File: src/rtl/dlfloat_pkg.sv
// Shared DLFloat16 definitions: field widths, constants, result payload,
// TX beat-slot state enum and a NaN helper.
package dlfloat_pkg;

    localparam int unsigned DLF_W      = 16;
    localparam int unsigned DLF_EXP_W  = 6;
    localparam int unsigned DLF_MANT_W = 9;
    localparam int unsigned DLF_BIAS   = 31;

    localparam logic [DLF_W-1:0] DLF_NAN  = 16'hFFFF;
    localparam logic [DLF_W-1:0] DLF_ZERO = 16'h0000;
    localparam logic [DLF_W-1:0] DLF_ONE  = 16'h3E00;

    // Result as reassembled from the tile byte stream, MSB byte first.
    typedef struct packed {
        logic [7:0] msb;
        logic [7:0] lsb;
    } dlf_result_t;

    // TX beat slot: A operand slot, then B operand slot.
    typedef enum logic {
        IDLE_A = 1'b0,
        IDLE_B = 1'b1
    } tx_state_e;

    function automatic logic dlf_is_nan(input logic [DLF_W-1:0] v);
        return v == DLF_NAN;
    endfunction

endpackage

File: src/rtl/dlf_sync_fifo.sv
// Synchronous FIFO with registered storage and occupancy count.
// Ports: clk, rst_n (async active-low), push/din write side, pop/dout read
// side (dout shows the head entry), empty, full, count (0..DEPTH).
// Simultaneous push and pop are both honoured, including when full.
module dlf_sync_fifo #(
    parameter int unsigned WIDTH = 16,
    parameter int unsigned DEPTH = 4
) (
    input  logic                       clk,
    input  logic                       rst_n,
    input  logic                       push,
    input  logic [WIDTH-1:0]           din,
    input  logic                       pop,
    output logic [WIDTH-1:0]           dout,
    output logic                       empty,
    output logic                       full,
    output logic [$clog2(DEPTH+1)-1:0] count
);

    localparam int unsigned PTR_W = (DEPTH > 1) ? $clog2(DEPTH) : 1;
    localparam int unsigned CNT_W = $clog2(DEPTH + 1);

    logic [WIDTH-1:0] mem_q [DEPTH];
    logic [PTR_W-1:0] wr_q;
    logic [PTR_W-1:0] rd_q;
    logic [CNT_W-1:0] cnt_q;
    logic             do_push;
    logic             do_pop;

    // Status and honoured-operation decode.
    always_comb begin
        empty   = (cnt_q == '0);
        full    = (cnt_q == CNT_W'(DEPTH));
        do_pop  = pop && !empty;
        do_push = push && (!full || do_pop);
        dout    = mem_q[rd_q];
        count   = cnt_q;
    end

    // Storage, pointers and occupancy.
    always_ff @(posedge clk or negedge rst_n) begin
        if (!rst_n) begin
            for (int i = 0; i < int'(DEPTH); i++) begin
                mem_q[i] <= '0;
            end
            wr_q  <= '0;
            rd_q  <= '0;
            cnt_q <= '0;
        end else begin
            if (do_push) begin
                mem_q[wr_q] <= din;
                wr_q        <= wr_q + PTR_W'(1);
            end
            if (do_pop) begin
                rd_q <= rd_q + PTR_W'(1);
            end
            if (do_push && !do_pop) begin
                cnt_q <= cnt_q + CNT_W'(1);
            end else if (!do_push && do_pop) begin
                cnt_q <= cnt_q - CNT_W'(1);
            end
        end
    end

`ifndef SYNTHESIS
    overflow_a: assert property (@(posedge clk) disable iff (!rst_n)
        !(push && full && !pop));
`endif

endmodule

File: src/rtl/dlfloat_link_host.sv
// Host-side link engine for the DLFloat16 MAC tile.
// Operand pairs (s_valid/s_ready, s_a, s_b) are driven onto bus_out as an
// A beat then a B beat; bus_phase is 1 while bus_out holds a B beat. Result
// bytes on byte_in (MSB then LSB) are reassembled and delivered through a
// result FIFO on m_valid/m_ready/m_data. Outstanding operations are limited
// to DEPTH credits so the FIFO can never overflow.
// Optional macro DLF_LINK_HOST_STATS_EN adds stat_issued (accepted pairs) and
// stat_nan (pushed results equal to NaN) counter outputs.
module dlfloat_link_host
    import dlfloat_pkg::*;
#(
    parameter int unsigned DEPTH   = 4,
    parameter int unsigned RES_LAT = 3
) (
    input  logic             clk,
    input  logic             rst_n,
    input  logic             s_valid,
    output logic             s_ready,
    input  logic [DLF_W-1:0] s_a,
    input  logic [DLF_W-1:0] s_b,
    output logic [DLF_W-1:0] bus_out,
    output logic             bus_phase,
    input  logic [7:0]       byte_in,
    output logic             m_valid,
    input  logic             m_ready,
    output logic [DLF_W-1:0] m_data
`ifdef DLF_LINK_HOST_STATS_EN
    ,
    output logic [15:0]      stat_issued,
    output logic [15:0]      stat_nan
`endif
);

    localparam int unsigned CNT_W = $clog2(DEPTH + 1);
    localparam int unsigned SUM_W = CNT_W + 1;

    tx_state_e        state_q;
    logic [DLF_W-1:0] bus_out_q;
    logic [DLF_W-1:0] b_hold_q;
    logic             bus_phase_q;
    logic             a_acc_q;

    logic [RES_LAT-1:0] dl_q;
    logic [RES_LAT-1:0] dl_d;
    logic               lsb_pend_q;
    logic [7:0]         msb_q;
    dlf_result_t        res_q;
    logic               res_vld_q;
    logic [CNT_W-1:0]   inflight_q;
    logic [CNT_W-1:0]   inflight_d;

    logic             accept_c;
    logic             inject_c;
    logic             push_c;
    logic             pop_c;
    logic [DLF_W-1:0] fifo_dout;
    logic             fifo_empty;
    logic             fifo_full;
    logic [CNT_W-1:0] fifo_count;

    // Credit check, handshakes and next values for delay line / inflight.
    always_comb begin
        s_ready  = (state_q == IDLE_A) &&
                   ((SUM_W'(inflight_q) + SUM_W'(fifo_count)) < SUM_W'(DEPTH));
        accept_c = s_valid && s_ready;
        inject_c = (state_q == IDLE_B) && a_acc_q;
        push_c   = res_vld_q;
        pop_c    = m_ready && !fifo_empty;
        dl_d     = (dl_q << 1) | RES_LAT'(inject_c);
        inflight_d = inflight_q;
        if (inject_c && !push_c) begin
            inflight_d = inflight_q + CNT_W'(1);
        end else if (!inject_c && push_c) begin
            inflight_d = inflight_q - CNT_W'(1);
        end
    end

    // TX beat FSM: free-running A/B alternation; idle slots carry zeros.
    // bus_phase tracks the beat now on bus_out, so it follows the slot just left.
    always_ff @(posedge clk or negedge rst_n) begin
        if (!rst_n) begin
            state_q     <= IDLE_A;
            bus_out_q   <= DLF_ZERO;
            b_hold_q    <= DLF_ZERO;
            bus_phase_q <= 1'b0;
            a_acc_q     <= 1'b0;
        end else begin
            case (state_q)
                IDLE_A: begin
                    state_q     <= IDLE_B;
                    bus_phase_q <= 1'b0;
                    a_acc_q     <= accept_c;
                    if (accept_c) begin
                        bus_out_q <= s_a;
                        b_hold_q  <= s_b;
                    end else begin
                        bus_out_q <= DLF_ZERO;
                    end
                end
                IDLE_B: begin
                    state_q     <= IDLE_A;
                    bus_phase_q <= 1'b1;
                    bus_out_q   <= a_acc_q ? b_hold_q : DLF_ZERO;
                end
                default: state_q <= IDLE_A;
            endcase
        end
    end

    // RX: token exit samples MSB, next edge forms the result, next edge pushes.
    always_ff @(posedge clk or negedge rst_n) begin
        if (!rst_n) begin
            dl_q       <= '0;
            lsb_pend_q <= 1'b0;
            msb_q      <= '0;
            res_q      <= '0;
            res_vld_q  <= 1'b0;
            inflight_q <= '0;
        end else begin
            dl_q       <= dl_d;
            lsb_pend_q <= dl_q[RES_LAT-1];
            if (dl_q[RES_LAT-1]) begin
                msb_q <= byte_in;
            end
            res_vld_q <= lsb_pend_q;
            if (lsb_pend_q) begin
                res_q <= '{msb: msb_q, lsb: byte_in};
            end
            inflight_q <= inflight_d;
        end
    end

    dlf_sync_fifo #(
        .WIDTH (DLF_W),
        .DEPTH (DEPTH)
    ) u_res_fifo (
        .clk   (clk),
        .rst_n (rst_n),
        .push  (push_c),
        .din   (res_q),
        .pop   (pop_c),
        .dout  (fifo_dout),
        .empty (fifo_empty),
        .full  (fifo_full),
        .count (fifo_count)
    );

    assign bus_out   = bus_out_q;
    assign bus_phase = bus_phase_q;
    assign m_valid   = !fifo_empty;
    assign m_data    = fifo_dout;

`ifdef DLF_LINK_HOST_STATS_EN
    logic [15:0] stat_issued_q;
    logic [15:0] stat_nan_q;

    // Free-running wrap-around statistics.
    always_ff @(posedge clk or negedge rst_n) begin
        if (!rst_n) begin
            stat_issued_q <= '0;
            stat_nan_q    <= '0;
        end else begin
            if (accept_c) begin
                stat_issued_q <= stat_issued_q + 16'd1;
            end
            if (push_c && dlf_is_nan(res_q)) begin
                stat_nan_q <= stat_nan_q + 16'd1;
            end
        end
    end

    assign stat_issued = stat_issued_q;
    assign stat_nan    = stat_nan_q;
`endif

`ifndef SYNTHESIS
    credit_a: assert property (@(posedge clk) disable iff (!rst_n)
        (inflight_q <= CNT_W'(DEPTH)) && !(push_c && fifo_full && !pop_c));
`endif

endmodule

File: config.mk
export PLATFORM = sky130hd
export DESIGN_NAME = dlfloat_link_host
export DESIGN_NICKNAME = d
export VERILOG_FILES = /design/src/rtl/dlfloat_pkg.sv /design/src/rtl/dlf_sync_fifo.sv /design/src/rtl/dlfloat_link_host.sv
export SDC_FILE = /design/constraint.sdc
export NUM_CORES = 1
export LEC_CHECK = 0
export BUFFER_PORTS_ARGS = -buffer_cell sky130_fd_sc_hd__buf_2
export CAP_MARGIN = 20
export CELL_PAD_IN_SITES_DETAIL_PLACEMENT = 1
export CELL_PAD_IN_SITES_GLOBAL_PLACEMENT = 2
export CORE_UTILIZATION = 42
export DETAILED_ROUTE_END_ITERATION = 8
export PLACE_DENSITY_LB_ADDON = 0.25
export RECOVER_POWER = 50
export SLEW_MARGIN = 0
export SYNTH_ARGS = -nofsm -noshare
export SYNTH_HDL_FRONTEND = slang
export SYNTH_SLANG_ARGS = --single-unit
File: constraint.sdc
create_clock -name clk -period 3 [get_ports clk]
set_input_delay 0.6 -clock clk [delete_from_list [all_inputs] [get_ports clk]]
set_output_delay 0.6 -clock clk [all_outputs]
set_load 0.01 [all_outputs]
==> results.yml <==
status:
  outcome: "finished, violations left"
  violations: "capacitance limit, slew limit"
clocking:
  cts.sinks: 138
  htreeDepth: 4
  cts_resized: 0
  insertion_delay_ns: 0.42
  cts_buffer_depth: 2
  post_cts_buffers: 0
  clockRootBuffer: "clkbuf_16"
  cts_tree: "built"
  clk_pin_slew_worst_paths_ns: 0.05
  numCtsBuffers: 17
  cts_hold_buf: 0
placed_design:
  placed_area_um2: 6372
  port_buffers: 78
  place.gp.congestion: 0.6952
  hpwl_um: 7418
die:
  start_util: 0.4363
  die_area_um2: 14450
  rows: 42
  fp.dieH_um: 120.2
  die_width_um: 120.2
  io_pins: 79
  coreArea_um2: 13450
timing:
  tns_ns: 0
  rsz0062_at_grt: "no"
  max-slew-margin-rel: -0.3297
  tightest_slew_ns: 1.994
  fin_worst_skew_ns: 0.005926
  slew_viol_final: 78
  final-setup-viol-count: 0
  hold_viol: 0
  fin_crit_sh: 0.8436
  max_freq_mhz: 395.1
  finalCriticalPeriod_ns: 2.531
run:
  cap_viol_max_count: 1
global_routing:
  grt_pass1_vias: 3525
  grtUsageTotal: 0.1839
  grt-ovfl-total: 0
  grt_max_degree: 78
  antenna_found_initial: 1
  grt_pass1_wl_um: 19690
synth:
  syn-num-nets: 394
  synthAdderAreaFrac: 0.02388
  ys_warn_count: 0
  synth_cells: 340
  synth.avg_cell_area_um2: 17.26
  yosys.area_share.xor_xnor: 0.01343
  yosys_register_bits: 138
  synth_edf_count: 0
  postSynth.asyncResetShare: 1.000
  synthSimpleGateAreaFrac: 0.01535
  yosysUniqueCellTypes: 25
  yosys-mux-area-fraction: 0.2923
  synth_top_family_by_area: "multiplexers"
  synth_compound_area_frac: 0.02942
  synth_flop_cell: "dfrtp_1"
  synth-seq-area-share: 0.5884
  syn_area_um2: 5869
routing:
  drtIter0Drc: 135
  num_vias: 3151
  detail_route.wl_per_cell_um: 19.17
  dr.pass1.iters: 4
  via_per_inst: 5.149
  post-route-drc-count: 0
  routed_wl_um: 11740
  drtAntennaViolNets: 0
setup_path:
  end_kind: "output port"
  worstSetupStartpointType: "flip-flop"
  crit_type: "flip-flop to output port"
  cp_data_arrival_time_ns: 1.93
  crit_fanout: 16
  path_cells: "buf_4 > mux4_2 > buf_2"
  cpPeakStageDelay_ns: 0.58
  worstPathRequired_ns: 2.40
  crit_slowest_cell: "mux4_2"
worst_hold_path:
  worstHoldPathType: "flip-flop to flip-flop"
power_and_ir_drop:
  power_density_nw_per_um2: 1037
  intPower_mw: 5.109
  cellLeakagePower_nw: 3.297
  switchingPower_mw: 2.040
  worst_ir_drop_vdd_uv: 447.2
  finalPower_mw: 7.149
  netSwitchingFraction: 0.2854
  p_seq_frac: 0.452
  combPwrFrac: 0.280
  pwr-share-clk: 0.268
cells_and_area:
  nets: 481
  final_area_um2: 6894
  area_delta_synth_final_pct: 17.46
  layout-drive-gt1-share: 0.5505
  n_antenna_cell: 0
==> worst max-delay path: cells and delay by family, from the launching register on <==
kind     cells  cell delay (ns)
mux          1             0.58
buf+inv      2             0.54
flops        1             0.39
==> power groups by stage <==
| stage | Combinational, mW | Clock (mW) | Sequential [mW] |
|---|---|---|---|
| after detailed placement | 2.04 | 0 | 3.25 |
| after floorplan | 1.51 | 0 | 3.06 |
| final | 2.00 | 1.92 | 3.23 |
| after global placement | 1.97 | 0 | 3.20 |
| after CTS | 2.06 | 1.97 | 3.24 |
| after global routing | 2.19 | 2.05 | 3.35 |
==> cells in the final DEF (no fill, tap or decap), drive strengths merged <==
cell    Yosys  routed
a22o       16      16
a311oi      1       1
a31oi       1       1
and2        1       1
and3        4       4
buf        13      84
bufinv      0       1
clkbuf      7      29
clkinv      0       2
dfrtp     138     138
fa          2       2
ha          8       8
inv         8       8
mux2      107     107
mux4       16      16
nand2       2       2
nand3       1       1
nor2        2       2
or2         1       1
or3         1       1
or4         1       1
or4b        1       1
xnor2       5       5
xor2        4       4
==> final timing paths <==
check                                      end          startpoint  cells past startpoint  slack [ns]
setup / recovery                     m_data[4]  u_res_fifo.rd_q[0]                      3        0.47
max in group asynchronous  u_res_fifo.count[2]               rst_n                      2        0.80
setup reg to reg                 inflight_q[2]             state_q                      7        0.48
min in group asynchronous          bus_out[10]               rst_n                      1        0.74
hold / removal                         dl_q[1]             dl_q[0]                      0        0.35
hold reg to reg                        dl_q[1]             dl_q[0]                      0        0.35
==> layout make-up <==
cell class / instances / area (um^2)
Clock buffer: 25 / 495.5
Clock inverter: 3 / 40.04
Fill cell: 1323 / 6559
Inverter: 8 / 30.03
Multi-Input combinational cell: 174 / 2197
Sequential cell: 138 / 3453
Tap cell: 176 / 220.2
Timing Repair Buffer: 88 / 457.9
==> per-layer routing <==
layer	vias up	wire (um)	share of wire	GRT usage
met2	73	5650	0.48	0.2830
met4	2	204	0.017	0.07562
met1	1659	5247	0.45	0.2382
met5	-	13	0.0011	0
met3	18	620	0.053	0.06321
li1	1399	-	-	-
==> cell usage after synthesis (3+ instances only) <==
cell	number	area share
dfrtp_1	138	0.59
mux2_2	67	0.13
mux2_4	40	0.10
a22o_1	16	0.024
mux4_2	16	0.061
ha_1	8	0.017
inv_1	8	0.0051
clkbuf_1	7	0.0045
buf_6	6	0.012
xnor2_1	5	0.0075
and3_1	4	0.0043
buf_12	4	0.014
xor2_1	4	0.0060
buf_2	3	0.0026
==> metrics by stage <==
step,utilization,hold WS (ns),setup slack (ns),std cells
detailed placement,0.4737,0.3371,0.4232,584
CTS,0.5135,0.2342,0.4026,612
floorplan,-,0.3044,0.6674,340
global route,0.5125,0.3476,0.2798,612
global placement,0.4737,0.3341,0.4822,584
finish,0.5125,0.3460,0.4692,612
==> kinds of logic after synthesis <==
kind of cell,Yosys count
flip-flops,138
multiplexers,123
buffers and inverters,28
AO/OA/AOI/OAI,18
AND/OR/NAND/NOR,14
adder cells (fa/ha/maj),10
XOR/XNOR,9
==> flip-flops by register name, summed over array words and instances, names as in the netlist <==
signal,count
push_c,1
bus_out,16
a_acc_q,1
b_hold_q,16
dl_q,3
u_res_fifo.mem_q,64
bus_phase,1
state_q,1
res_q,16
u_res_fifo.count,3
inflight_q,3
u_res_fifo.rd_q,2
u_res_fifo.wr_q,2
msb_q,8
lsb_pend_q,1
Power figures use the tool's default switching activity.
